File: config.mk
export PLATFORM = sky130hd
export DESIGN_NAME = ram_port_scheduler_flat
export DESIGN_NICKNAME = d
export VERILOG_FILES = /design/src/rtl/ram_port_scheduler_if.sv /design/src/rtl/ram_port_scheduler.sv /design/src/flat_wrapper.sv
export SDC_FILE = /design/constraint.sdc
export NUM_CORES = 1
export LEC_CHECK = 0
export CORE_MARGIN = 8
export CORE_UTILIZATION = 49
export DETAILED_ROUTE_END_ITERATION = 16
export GPL_TIMING_DRIVEN = 0
export MAX_ROUTING_LAYER = met4
export PLACE_DENSITY = 0.95
export SYNTH_ARGS = -nofsm -noshare
export SYNTH_HDL_FRONTEND = slang
export SYNTH_SLANG_ARGS = --single-unit
export TNS_END_PERCENT = 10
File: constraint.sdc
create_clock -name clk -period 3.47 [get_ports clk]
set_clock_uncertainty 0.2 [all_clocks]
set_input_delay 0.694 -clock clk [delete_from_list [all_inputs] [get_ports clk]]
set_output_delay 0.694 -clock clk [all_outputs]
set_load 0.03 [all_outputs]
File: src/rtl/ram_port_scheduler_if.sv
// Bundles the receiver, transmitter, RAM and status signals of ram_port_scheduler.
// The master modport is the scheduler side; the slave modport is the environment side.
interface ram_port_scheduler_if #(
  parameter int ADDR_W = 8,
  parameter int DATA_W = 16
);
  logic              wr_req;
  logic [DATA_W-1:0] wr_data;
  logic              wr_ack;
  logic              send;
  logic              tx_valid;
  logic              tx_ready;
  logic [DATA_W-1:0] tx_data;
  logic [ADDR_W-1:0] ram_addr;
  logic              ram_we;
  logic [DATA_W-1:0] ram_wdata;
  logic [DATA_W-1:0] ram_rdata;
  logic [ADDR_W:0]   word_count;
  logic              busy;
  logic              overflow;

  modport master (
    input  wr_req, wr_data, send, tx_ready, ram_rdata,
    output wr_ack, tx_valid, tx_data, ram_addr, ram_we, ram_wdata,
           word_count, busy, overflow
  );

  modport slave (
    output wr_req, wr_data, send, tx_ready, ram_rdata,
    input  wr_ack, tx_valid, tx_data, ram_addr, ram_we, ram_wdata,
           word_count, busy, overflow
  );
endinterface

File: src/rtl/ram_port_scheduler.sv
// Single-port RAM arbiter: serial writes fill the buffer, a send edge dumps it in address order.
// Optional macro RAM_SCHED_CLEAR_ON_DUMP_EN empties the buffer at the end of every dump.
module ram_port_scheduler #(
  parameter int ADDR_W = 8,
  parameter int DATA_W = 16
) (
  input  logic                 clk,
  input  logic                 reset,
  ram_port_scheduler_if.master bus
);

  localparam logic [ADDR_W:0]   LP_DEPTH  = {1'b1, {ADDR_W{1'b0}}};
  localparam logic [ADDR_W:0]   LP_CNT_1  = {{ADDR_W{1'b0}}, 1'b1};
  localparam logic [ADDR_W-1:0] LP_PTR_1  = {{(ADDR_W-1){1'b0}}, 1'b1};

  typedef enum logic [2:0] {
    S_IDLE    = 3'd0,
    S_WRITE   = 3'd1,
    S_RD_ADDR = 3'd2,
    S_RD_WAIT = 3'd3,
    S_TX_HOLD = 3'd4,
    S_DONE    = 3'd5
  } state_t;

  state_t            r_state;
  state_t            w_state_nxt;

  logic              r_send_d;
  logic              r_send_pend;
  logic [ADDR_W-1:0] r_wr_ptr;
  logic [ADDR_W-1:0] r_rd_ptr;
  logic [ADDR_W:0]   r_word_count;
  logic              r_overflow;
  logic [DATA_W-1:0] r_tx_data;

  logic              w_send_rise;
  logic              w_send_evt;
  logic              w_full;
  logic              w_last;
  logic              w_wr_ack;
  logic              w_ram_we;
  logic [ADDR_W-1:0] w_ram_addr;
  logic [DATA_W-1:0] w_ram_wdata;
  logic              w_tx_valid;
  logic              w_busy;

  // A send edge seen while a write wins arbitration stays pending until IDLE can act on it.
  assign w_send_rise = bus.send & ~r_send_d;
  assign w_send_evt  = w_send_rise | r_send_pend;
  assign w_full      = (r_word_count == LP_DEPTH);
  assign w_last      = (({1'b0, r_rd_ptr} + LP_CNT_1) == r_word_count);

  always_ff @(posedge clk) begin
    if (reset) begin
      r_state <= S_IDLE;
    end else begin
      r_state <= w_state_nxt;
    end
  end

  always_comb begin
    w_state_nxt = r_state;
    unique case (r_state)
      S_IDLE: begin
        if (bus.wr_req) begin
          w_state_nxt = S_WRITE;
        end else if (w_send_evt) begin
          w_state_nxt = (r_word_count == '0) ? S_DONE : S_RD_ADDR;
        end
      end
      S_WRITE:   w_state_nxt = S_IDLE;
      S_RD_ADDR: w_state_nxt = S_RD_WAIT;
      S_RD_WAIT: w_state_nxt = S_TX_HOLD;
      S_TX_HOLD: begin
        if (bus.tx_ready) begin
          w_state_nxt = w_last ? S_DONE : S_RD_ADDR;
        end
      end
      S_DONE:    w_state_nxt = S_IDLE;
      default:   w_state_nxt = S_IDLE;
    endcase
  end

  always_comb begin
    w_wr_ack    = 1'b0;
    w_ram_we    = 1'b0;
    w_ram_addr  = '0;
    w_ram_wdata = '0;
    w_tx_valid  = 1'b0;
    w_busy      = (r_state != S_IDLE);
    unique case (r_state)
      S_WRITE: begin
        w_wr_ack    = 1'b1;
        w_ram_we    = ~w_full;
        w_ram_addr  = r_wr_ptr;
        w_ram_wdata = bus.wr_data;
      end
      S_RD_ADDR: w_ram_addr = r_rd_ptr;
      S_TX_HOLD: w_tx_valid = 1'b1;
      default: ;
    endcase
  end

  always_ff @(posedge clk) begin
    if (reset) begin
      r_send_d     <= 1'b0;
      r_send_pend  <= 1'b0;
      r_wr_ptr     <= '0;
      r_rd_ptr     <= '0;
      r_word_count <= '0;
      r_overflow   <= 1'b0;
      r_tx_data    <= '0;
    end else begin
      r_send_d    <= bus.send;
      r_send_pend <= 1'b0;
      unique case (r_state)
        S_IDLE: r_send_pend <= bus.wr_req & w_send_evt;
        S_WRITE: begin
          r_send_pend <= r_send_pend | w_send_rise;
          if (w_full) begin
            r_overflow <= 1'b1;
          end else begin
            r_wr_ptr     <= r_wr_ptr + LP_PTR_1;
            r_word_count <= r_word_count + LP_CNT_1;
          end
        end
        S_RD_WAIT: r_tx_data <= bus.ram_rdata;
        S_TX_HOLD: begin
          if (bus.tx_ready) begin
            r_rd_ptr <= r_rd_ptr + LP_PTR_1;
          end
        end
        S_DONE: begin
          r_rd_ptr <= '0;
`ifdef RAM_SCHED_CLEAR_ON_DUMP_EN
          r_wr_ptr     <= '0;
          r_word_count <= '0;
          r_overflow   <= 1'b0;
`else
          r_wr_ptr     <= r_wr_ptr;
          r_word_count <= r_word_count;
`endif
        end
        default: ;
      endcase
    end
  end

  assign bus.wr_ack     = w_wr_ack;
  assign bus.ram_we     = w_ram_we;
  assign bus.ram_addr   = w_ram_addr;
  assign bus.ram_wdata  = w_ram_wdata;
  assign bus.tx_valid   = w_tx_valid;
  assign bus.tx_data    = r_tx_data;
  assign bus.word_count = r_word_count;
  assign bus.busy       = w_busy;
  assign bus.overflow   = r_overflow;

endmodule
File: src/flat_wrapper.sv
// flat-port wrapper written by rule: the top's interface ports become plain ports
module ram_port_scheduler_flat 
#(
  parameter int ADDR_W = 8,
  parameter int DATA_W = 16
)
  (clk, reset, bus_wr_req, bus_wr_data, bus_send, bus_tx_ready, bus_ram_rdata, bus_wr_ack, bus_tx_valid, bus_tx_data, bus_ram_addr, bus_ram_we, bus_ram_wdata, bus_word_count, bus_busy, bus_overflow);
  ram_port_scheduler_if #(.ADDR_W(ADDR_W), .DATA_W(DATA_W)) bus_i ();
  input  logic clk;
  input  logic reset;
  input wire logic [$bits(bus_i.wr_req)-1:0] bus_wr_req;
  input wire logic [$bits(bus_i.wr_data)-1:0] bus_wr_data;
  input wire logic [$bits(bus_i.send)-1:0] bus_send;
  input wire logic [$bits(bus_i.tx_ready)-1:0] bus_tx_ready;
  input wire logic [$bits(bus_i.ram_rdata)-1:0] bus_ram_rdata;
  output wire logic [$bits(bus_i.wr_ack)-1:0] bus_wr_ack;
  output wire logic [$bits(bus_i.tx_valid)-1:0] bus_tx_valid;
  output wire logic [$bits(bus_i.tx_data)-1:0] bus_tx_data;
  output wire logic [$bits(bus_i.ram_addr)-1:0] bus_ram_addr;
  output wire logic [$bits(bus_i.ram_we)-1:0] bus_ram_we;
  output wire logic [$bits(bus_i.ram_wdata)-1:0] bus_ram_wdata;
  output wire logic [$bits(bus_i.word_count)-1:0] bus_word_count;
  output wire logic [$bits(bus_i.busy)-1:0] bus_busy;
  output wire logic [$bits(bus_i.overflow)-1:0] bus_overflow;
  assign bus_i.wr_req = bus_wr_req;
  assign bus_i.wr_data = bus_wr_data;
  assign bus_i.send = bus_send;
  assign bus_i.tx_ready = bus_tx_ready;
  assign bus_i.ram_rdata = bus_ram_rdata;
  assign bus_wr_ack = bus_i.wr_ack;
  assign bus_tx_valid = bus_i.tx_valid;
  assign bus_tx_data = bus_i.tx_data;
  assign bus_ram_addr = bus_i.ram_addr;
  assign bus_ram_we = bus_i.ram_we;
  assign bus_ram_wdata = bus_i.ram_wdata;
  assign bus_word_count = bus_i.word_count;
  assign bus_busy = bus_i.busy;
  assign bus_overflow = bus_i.overflow;
  ram_port_scheduler #(.ADDR_W(ADDR_W), .DATA_W(DATA_W)) u_core (.clk(clk), .reset(reset), .bus(bus_i));
endmodule
# After elaboration in Yosys (flattened, before gate mapping)
# Index checks and enable logic that the tools add are counted.
[op_classes]
bitwise_logic = 5
eq_ne = 9
addsub = 4
reduce_logical = 8
muxes = 14
[ops]
columns = ["operator", "n"]
rows = [
  ["$pmux W8 S2", 2],
  ["$add A8 B1 Y8 const B", 2],
  ["$mux W16", 1],
  ["$mux W3", 5],
  ["$pmux W3 S4", 1],
  ["$add A8 B1 Y9 const B", 1],
  ["$add A9 B1 Y9 const B", 1],
  ["$eq A9 B9 Y1", 1],
  ["$eq A9 B9 Y1 const B", 1],
  ["$logic_not A9 Y1", 1],
  ["$mux W8", 1],
  ["$reduce_and A2 Y1", 4],
  ["$eq A3 B2 Y1 const B", 2],
  ["$eq A3 B3 Y1 const B", 2],
  ["$eq A3 B1 Y1 const B", 1],
  ["$logic_not A3 Y1", 1],
  ["$mux W1", 3],
  ["$ne A3 B2 Y1 const B", 1],
  ["$reduce_bool A3 Y1", 1],
  ["$and A1 B1 Y1", 2],
  ["$ne A2 B2 Y1 const B", 1],
  ["$not A1 Y1", 2],
  ["$pmux W1 S2", 1],
  ["$reduce_bool A2 Y1", 1],
  ["$or A1 B1 Y1", 1],
]
[word_totals]
ff_bits = 47
input_bits = 37

# Longest topological paths before layout
# Gate-level depths: netlist of run 1.
[logic_depth]
word_depth = 6
ltp_mapped = 9

# Worst setup path before layout of run 1
# Ideal clock, no wire load.
[synth_timing]
path_kind = "reg2out"
startpoint = "register u_core.r_state[1]"
endpoint = "output port bus_ram_wdata[10]"
slack_ns = 0.838
arrival_ns = 1.738
path_buffers = 2
t_required_ns = 2.576
stages_incl_launch_ff = 6
cell_sequence = "dfxtp_1 > clkbuf_1 > or3b_4 > inv_2 > clkbuf_1 > and2_1"
[synth_between]
elab_chain_len = 2
[synth_lines]
columns = ["element", "line", "text"]
rows = [
  ["from (decl)", "ram_port_scheduler.sv:25", "state_t r_state;"],
  ["from (signal assigned)", "ram_port_scheduler.sv:57", "r_state <= w_state_nxt;"],
  ["$eq A3 B1 Y1", "ram_port_scheduler.sv:91", "unique case (r_state)"],
  ["$mux W16", "ram_port_scheduler.sv:91", ""],
  ["to (decl)", "flat_wrapper.sv:21", "output wire logic [$bits(bus_i.ram_wdata)-1:0] bus_ram_wdata;"],
]
# Every way passes these cells.

# Worst setup path in the final report of run 1
[layout_timing]
startpoint = "register u_core.r_word_count[0], in the netlist u_core.bus.word_count[0]"
endpoint = "output port bus_ram_we"
[layout_between]
elab_chain_len = 3
[layout_lines]
columns = ["element", "line", "text"]
rows = [
  ["from (decl)", "ram_port_scheduler.sv:32", "logic [ADDR_W:0] r_word_count;"],
  ["from (signal assigned)", "ram_port_scheduler.sv:124", "r_word_count <= r_word_count + LP_CNT_1;"],
  ["from (signal assigned)", "ram_port_scheduler.sv:141", "r_word_count <= r_word_count;"],
  ["$eq A9 B9 Y1", "ram_port_scheduler.sv:50", "assign w_full = (r_word_count == LP_DEPTH);"],
  ["$not A1 Y1 (no source line)", "n/a", ""],
  ["$mux W1", "ram_port_scheduler.sv:91", ""],
  ["to (decl)", "flat_wrapper.sv:20", "output wire logic [$bits(bus_i.ram_we)-1:0] bus_ram_we;"],
]
# Every way passes these cells.

==> results of run 1 <==
## state kept, by name, indices dropped and copies added, names as in the netlist
signal,flops
u_core.bus.word_count,9
u_core.r_state,3
u_core.bus.tx_data,16
u_core.r_wr_ptr,8
u_core.r_send_d,1
u_core.bus.overflow,1
u_core.r_rd_ptr,8
u_core.r_send_pend,1
## through the flow
step                setup WS, ns  utilization [%]  TNS (ns)
floorplan                  0.838                -         0
global placement           0.298             70.0         0
detailed placement         0.195             70.0         0
CTS                      0.00213             72.0         0
global route             -0.0940             72.3   -0.0940
finish                    0.0763             72.3         0
## logic make-up (layout without fill, tap and decap cells)
kind of cell    after synthesis  after routing  synth area share [%]
simple gates                159            159                  29.2
compound gates               61             61                  15.8
flops                        47             47                  35.8
buf+inv                      32            127                  8.23
xor+xnor                     26             26                  8.66
fa+ha+maj                     4              4                  1.90
mux                           1              1                 0.381
## synth_stat cells, drive strengths merged
cell type and n:
a2111o 1, a21o 1, a21oi 26, a22oi 8, a2bb2oi 2, a311oi 2
a31o 1, a31oi 4, a32oi 1, a41oi 1, and2 17, and3 4
and4 1, buf 12, clkbuf 12, dfxtp 47, ha 4, inv 8
mux2i 1, nand2 51, nand2b 1, nand3 9, nand3b 1, nand4 15
nor2 43, nor2b 4, nor3 6, nor3b 1, nor4 1, nor4b 1
o211ai 1, o21ai 5, o221ai 2, o22ai 1, o311a 1, o31ai 4
or3 2, or3b 1, or4 1, xnor2 7, xor2 19
## final timing paths
kind	from	to	slack, ns	depth (start not counted)
min reg2reg	u_core.bus.tx_data[7]	u_core.bus.tx_data[7]	0.26	2
max reg2reg	u_core.r_rd_ptr[1]	u_core.r_state[1]	1.06	7
max	u_core.bus.word_count[0]	bus_ram_we	0.08	7
min	u_core.bus.tx_data[7]	u_core.bus.tx_data[7]	0.26	2
## per-layer routing
| metal | share of wire [%] | vias up | GRT usage [%] |
|---|---|---|---|
| li1 | - | 1321 | - |
| met1 | 39 | 1260 | 23.2 |
| met2 | 50 | 147 | 35.2 |
| met3 | 9.5 | 22 | 5.97 |
| met4 | 2.2 | 0 | 6.95 |
| met5 | 0 | - | - |
## repair_timing
action / in CTS / in global routing
endpoints found under the setup margin: 1 / 18
endpoints found under the hold margin: 0 / 0
resized for setup: 1 / 4
pin swaps: 0 / 1
## cell type report
cell class	instances	area, sq um	share of cell area [%]
clock buffers	6	72.6	1.95
well taps	70	87.6	2.36
flip-flops and latches	47	941	25.3
clock inverters	1	30.0	0.808
repair buffers	88	881	23.7
plain buffers	24	189	5.09
multi-input cells	251	1480	39.9
inverters	8	30.0	0.808
## worst max-delay path, cell delays in order (launching register included)
cell and delay, ns:
dfxtp_1 0.37, clkbuf_2 0.22, inv_1 0.06, ha_1 0.20, nor4b_4 0.15, a31oi_4 0.32
buf_6 0.21, clkdlybuf4s50_1 0.68
## cells in the final DEF, fill, tap and decap left out, types with 2 or more instances in the layout
cell type	n
a22oi_1	8
a21oi_1	26
a2bb2oi_1	2
o21ai_0	4
nand2_2	2
and2_1	17
buf_4	2
and3_1	4
o31ai_1	4
nand3_1	9
nand4_1	15
inv_1	7
dfxtp_1	47
nor2b_1	4
clkbuf_8	6
clkbuf_1	10
o221ai_1	2
nand2_1	49
nor3_1	6
buf_6	9
clkdlybuf4s50_1	88
a31oi_1	3
xnor2_1	7
ha_1	4
xor2_1	19
nor2_1	42
or3_1	2
clkbuf_2	2
## where the power goes
group	switching, mW	total (mW)	leakage (nW)	internal, mW
Clock	0.180	0.391	0.0513	0.211
Sequential	0.0372	0.614	0.380	0.577
Combinational	0.584	0.980	0.938	0.396
==> flow_summary.toml, run 1 <==
[detailed_routing]
wire_per_inst_um = 16.3
drtIter0Drc = 456
routed_wl_um = 8050
antenna_left = 0
viasPerCell = 5.56
vias = 2750
dr.pass1.iters = 6
drc = 0

[clock_tree]
max-clock-path-buffers = 2
path_clk_slew_ns = 0.09
post_cts_buffers = 0
cts_max_level = 2
postCtsHoldBufs = 0
clk_latency_ns = 0.30
cts_buffers = 5
cts_root_buffer = "clkbuf_8"
cts.sinks = 47
cts_tree = "yes"

[logic_synthesis]
syn_inst = 330
synth_area_leaders = "dfxtp_1, nand2_1, xor2_1, nor2_1, a21oi_1"
avgSynthCellArea_sq_um = 7.97
yosysWarnings = 0
synth_top_area_share_pct = 35.8
synth_seq_area_share_pct = 35.8
ys_ff_latch = 47
synth.distinct_cells = 49
synth.net_count = 371
syn_area_sq_um = 2630
yosysTopAreaCell = "dfxtp_1"

[run]
drv_cap = 0

[sta]
min_period_ns = 3.39
finalCritPeriodShare_pct = 97.8
slew_headroom_pct = 60.1
fmax_mhz = 295
max_slew.worst_pin.slew_ns = 0.596
finalSetupViolations = 0
finalHoldViolCount = 0
whs_ns = 0.258
rsz0062_at_grt = "yes"
drv_slew = 0

[die]
dieArea_sq_um = 7970
start_util_pct = 51.2
row_count = 26
die_h_um = 89.3
ioPinCount = 91
core_sq_um = 5140
die_w_um = 89.3

[final_layout]
fillers = 398
antenna_cells = 0
area_delta_synth_final_pct = 41.2
final_area_sq_um = 3710
instances_no_fill = 495
final_nets = 466
final_layout_size_suffix_gt1_share_pct = 7.53

[power_and_ir_drop]
power_mw = 1.99
ir_worst_vdd_uv = 345
power.density_nw_per_um2 = 535
p_leak_nw = 1.37

[placement]
dp_hpwl_um = 6050
place_congestion = 0.886
place_area_sq_um = 3600
placed_cells = 488
portBuffers = 88

[grt]
grt_max_degree = 14
grt_remaining_overflow = 0
track_usage_pct = 20.9
grt_pass1_wl_um = 12600
grt_pass1_vias = 2597
antenna_found_initial = 0

[worst_setup_path]
start_kind = "register"
crit_fanout = 10
worstSetupEndpointType = "primary output"
crit_type = "register to primary output"
crit_required_ns = 2.58
arrival_ns = 2.50

[worst_hold_path]
hp-class = "register to register"

[run_status]
status = "finished, final reports clean"
Note: power is estimated with default switching activity, not from simulation.
==> run 2, diff against run 1 <==
Settings changed: CAP_MARGIN set to 40, GPL_TIMING_DRIVEN 0 to 1.
==> flow_summary.toml, run 2 (same netlist as run 1, synthesis figures left out) <==
[run_status]
status = "finished, final reports clean"

[final_layout]
area_delta_synth_final_pct = 35.6
final_area_sq_um = 3570
final_common_cell = "clkdlybuf4s50_1"
mostFrequentLayoutCells = "clkdlybuf4s50_1, nand2_1, dfxtp_1"
antenna_cells = 0
final_nets = 451
final_layout_size_suffix_gt1_share_pct = 5.60
largest_register_ffs = 16

[placement]
place_congestion = 0.903
pre_cts_ws_ns = 0.546
dp_hpwl_um = 6000
portBuffers = 90
place_area_sq_um = 3480

[sta]
finalSetupViolations = 0
finalCritPeriodShare_pct = 93.1
finalHoldViolCount = 0
max_slew.worst_pin.slew_ns = 0.617
rsz0062_at_grt = "no"
setup_ws_ns = 0.241
whs_ns = 0.256
min_period_ns = 3.23
drv_slew = 0
slew_headroom_pct = 58.8
fmax_mhz = 310
fin_setup_tns_ns = 0

[die]
die_h_um = 89.3
die_w_um = 89.3
row_count = 26
dieArea_sq_um = 7970
ioPinCount = 91
start_util_pct = 51.2
core_sq_um = 5140

[worst_setup_path]
cp_cell_sequence = "or3b_4 -> inv_2 -> and2_1 -> clkdlybuf4s50_1"
crit_slowest_cell = "clkdlybuf4s50_1"
crit_type = "register to primary output"
crit_required_ns = 2.58
worstSetupEndpointType = "primary output"
max_stage_delay_ns = 0.68
r2r_slack_ns = 0.92
crit_fanout = 18
start_kind = "register"
arrival_ns = 2.33

[power_and_ir_drop]
p_int_mw = 1.09
power.density_nw_per_um2 = 524
power_frac_seq_pct = 34.5
clockPowerShare_pct = 17.0
p_comb_share_pct = 48.5
ir_worst_vdd_uv = 268
p_sw_share_pct = 41.6
p_leak_nw = 1.29
power_mw = 1.87
netSwitchingPower_mw = 0.777

[detailed_routing]
routed_wl_um = 7910
wire_per_inst_um = 16.4
antenna_left = 0
drtIter0Drc = 257
vias = 2706
drc = 0
dr.pass1.iters = 5
viasPerCell = 5.63

[clock_tree]
path_clk_slew_ns = 0.08
cts_tree = "yes"
post_cts_buffers = 0
cts.sinks = 47
cts_buffers = 5
cts_root_buffer = "clkbuf_8"
clk_latency_ns = 0.30
postCtsHoldBufs = 0
cts_max_level = 2
cts_resized = 0
max-clock-path-buffers = 2

[grt]
track_usage_pct = 20.6
grt_pass1_vias = 2601
antenna_found_initial = 0
grt_remaining_overflow = 0
grt_pass1_wl_um = 12500
grt_max_degree = 42

[run]
drv_cap = 0

[worst_hold_path]
hp-class = "register to register"
==> run 2: power groups by stage <==
| stage | Sequential [mW] | Combinational (mW) | Clock, mW |
|---|---|---|---|
| 5_1_grt | 0.652 | 0.973 | 0.353 |
| 6_report | 0.644 | 0.906 | 0.318 |
| 4_1_cts | 0.641 | 0.908 | 0.324 |
| 2_1_floorplan | 0.640 | 0.597 | 0 |
| 3_3_place_gp | 0.652 | 0.879 | 0 |
| 3_5_place_dp | 0.654 | 0.904 | 0 |
==> run 2: cell type report <==
cell class / instances / area (sq um)
clock inverters: 1 / 5.00
well taps: 70 / 87.6
clock buffers: 7 / 76.3
inverters: 8 / 30.0
repair buffers: 97 / 953
multi-input cells: 251 / 1470
fillers: 406 / 1570
flip-flops and latches: 47 / 941
==> run 2: final timing paths <==
path | startpoint | to | cells past startpoint
worst max-delay path | u_core.r_state[0] | bus_ram_wdata[11] | 4
worst min-delay path | u_core.bus.tx_data[7] | u_core.bus.tx_data[7] | 2
worst max register to register | u_core.r_rd_ptr[0] | u_core.r_state[1] | 6
worst min register to register | u_core.bus.tx_data[7] | u_core.bus.tx_data[7] | 2
==> run 2: routing by layer <==
layer / vias up / GRT usage, % / part of all wire [%]
met2: 134 / 34.7 / 50
met4: 0 / 9.37 / 2.5
met3: 21 / 3.49 / 8.6
met1: 1258 / 23.2 / 39
li1: 1293 / - / -
met5: - / - / 0
==> run 2: critical path: cells and delay by family, from the launching register on <==
family,cells,cell delay [ns]
buf+inv,2,0.88
simple gates,2,0.63
flops,1,0.54
==> run 2: metrics by stage <==
stage	cells	utilization, %
6_report	481	69.4
5_1_grt	481	69.4
4_1_cts	481	69.4
3_5_place_dp	473	67.8
3_3_place_gp	472	67.6
2_1_floorplan	330	-
==> run 3, diff against run 2 <==
Settings changed: CORE_ASPECT_RATIO set to 0.75.
==> flow_summary.toml, run 3 (same netlist as run 1, synthesis figures left out) <==
[die]
ioPinCount = 91
die_h_um = 79.4
start_util_pct = 49.9
dieArea_sq_um = 7990
row_count = 23
core_sq_um = 5270
die_w_um = 101

[final_layout]
area_delta_synth_final_pct = 36.6
final_common_cell = "clkdlybuf4s50_1"
largest_register_ffs = 16
antenna_cells = 0
multi_input_area_sq_um = 1470
instances_no_fill = 485
fillers = 402
final_layout_size_suffix_gt1_share_pct = 5.61
seqCellArea_sq_um = 941
mostFrequentLayoutCells = "clkdlybuf4s50_1, nand2_1, dfxtp_1"
final_nets = 451

[worst_hold_path]
hp-class = "register to register"
hp-start = "u_core.bus.tx_data[4]"

[worst_setup_path]
r2r_start = "u_core.r_rd_ptr[0]"
crit_fanout = 8
crit_family = "buffers and inverters"
cp_cell_sequence = "inv_1 -> nor2_1 -> a22oi_1 -> nor2_1 -> clkdlybuf4s50_1"
crit_slowest_cell = "clkdlybuf4s50_1"
crit_required_ns = 2.58
crit_top_cell = "nor2_1"
start_kind = "register"
worstSetupEndpointType = "primary output"
arrival_ns = 2.37
cp_num_buf_inv = 2
crit_start = "u_core.r_state[1]"
max_stage_delay_ns = 0.69
crit_type = "register to primary output"

[clock_tree]
cts_max_level = 2
postCtsHoldBufs = 0
post_cts_buffers = 0
path_clk_slew_ns = 0.08
cts_resized = 0
cts_buffers = 5
cts_tree = "yes"
cts_root_buffer = "clkbuf_8"
clk_latency_ns = 0.30
max-clock-path-buffers = 2
cts.sinks = 47

[grt]
track_usage_pct = 20.7
met1_usage_pct = 25.6
grt_remaining_overflow = 0
use_met2_pct = 33.3
gr-usage-met3_pct = 3.48
grt_pass1_wl_um = 13000
grt_max_degree = 26
grt.busiest_layer = "met2"
grt_pass1_vias = 2503
antenna_found_initial = 0

[run_status]
status = "finished, final reports clean"

[sta]
slew_headroom_pct = 57.5
rsz0062_at_grt = "no"
min_period_ns = 3.26
finalCritPeriodShare_pct = 94.0
fin_setup_tns_ns = 0
finalSetupViolations = 0
fmax_mhz = 307
max_slew.worst_pin.slew_ns = 0.635
finalHoldViolCount = 0
drv_slew = 0

[detailed_routing]
drc = 0
routed_wl_um = 8180
drtIter0Drc = 382
vias = 2742
antenna_left = 0
wire_per_inst_um = 16.9
dr.pass1.iters = 6
viasPerCell = 5.65

[placement]
dp_hpwl_um = 6170
placed_cells = 478
place_congestion = 0.955
portBuffers = 90

[power_and_ir_drop]
power.density_nw_per_um2 = 543
ir_worst_vdd_uv = 344
p_leak_nw = 1.30

[run]
drv_cap = 0
[run 3: cell types whose count changed in the layout (fill, tap and decap cells not counted), sizes merged]
| cell | previous run | this run |
|---|---|---|
| bufinv | 0 | 1 |
| clkbuf | 7 | 6 |
| clkinv | 1 | 0 |
[run 3: worst register-to-register path, cell delays in order, from the launching register on]
cell and delay, ns:
dfxtp_1 0.56, ha_1 0.43, nand3_1 0.12, o22ai_1 0.20
nand4_1 0.13, a2111o_1 0.46, o311a_1 0.36
[run 3: through the flow]
stage / instance area, sq um / worst slack [ns] / power (mW) / utilization [%] / hold slack, ns
4_1_cts: 3590 / 0.220 / 1.95 / 68.2 / 0.259
3_5_place_dp: 3490 / 0.548 / 1.56 / 66.3 / 0.247
6_report: 3590 / 0.208 / 1.95 / 68.2 / 0.259
5_1_grt: 3590 / 0.0498 / 2.04 / 68.2 / 0.279
2_1_floorplan: 2630 / 0.838 / 1.24 / - / 0.278
3_3_place_gp: 3480 / 0.624 / 1.52 / 66.1 / 0.241
[run 3: path summary, 6_finish.rpt]
path                                end  slack [ns]  cells past startpoint
setup / recovery        bus_ram_addr[4]        0.21                      5
hold / removal    u_core.bus.tx_data[4]        0.26                      2
setup reg to reg      u_core.r_state[1]        0.89                      6
hold reg to reg   u_core.bus.tx_data[4]        0.26                      2
[run 3: where the power goes]
group	total, mW	internal (mW)	switching, mW
combinational	0.906	0.369	0.537
sequential	0.655	0.577	0.0782
clock	0.389	0.211	0.178
total	1.95	1.16	0.793
[run 3: cell type report]
type	count	share of cell area, %
clock buffers	6	2.02
well taps	75	2.61
repair buffers	97	26.5
multi-input cells	251	41.0
inverters	8	0.836
flip-flops and latches	47	26.2
clock inverters	1	0.836
[run 3: layer usage]
| layer | routed length (um) | vias to the layer above |
|---|---|---|
| li1 | - | 1294 |
| met1 | 3430 | 1255 |
| met2 | 3850 | 160 |
| met3 | 676 | 33 |
| met4 | 224 | 0 |
| met5 | 0 | - |
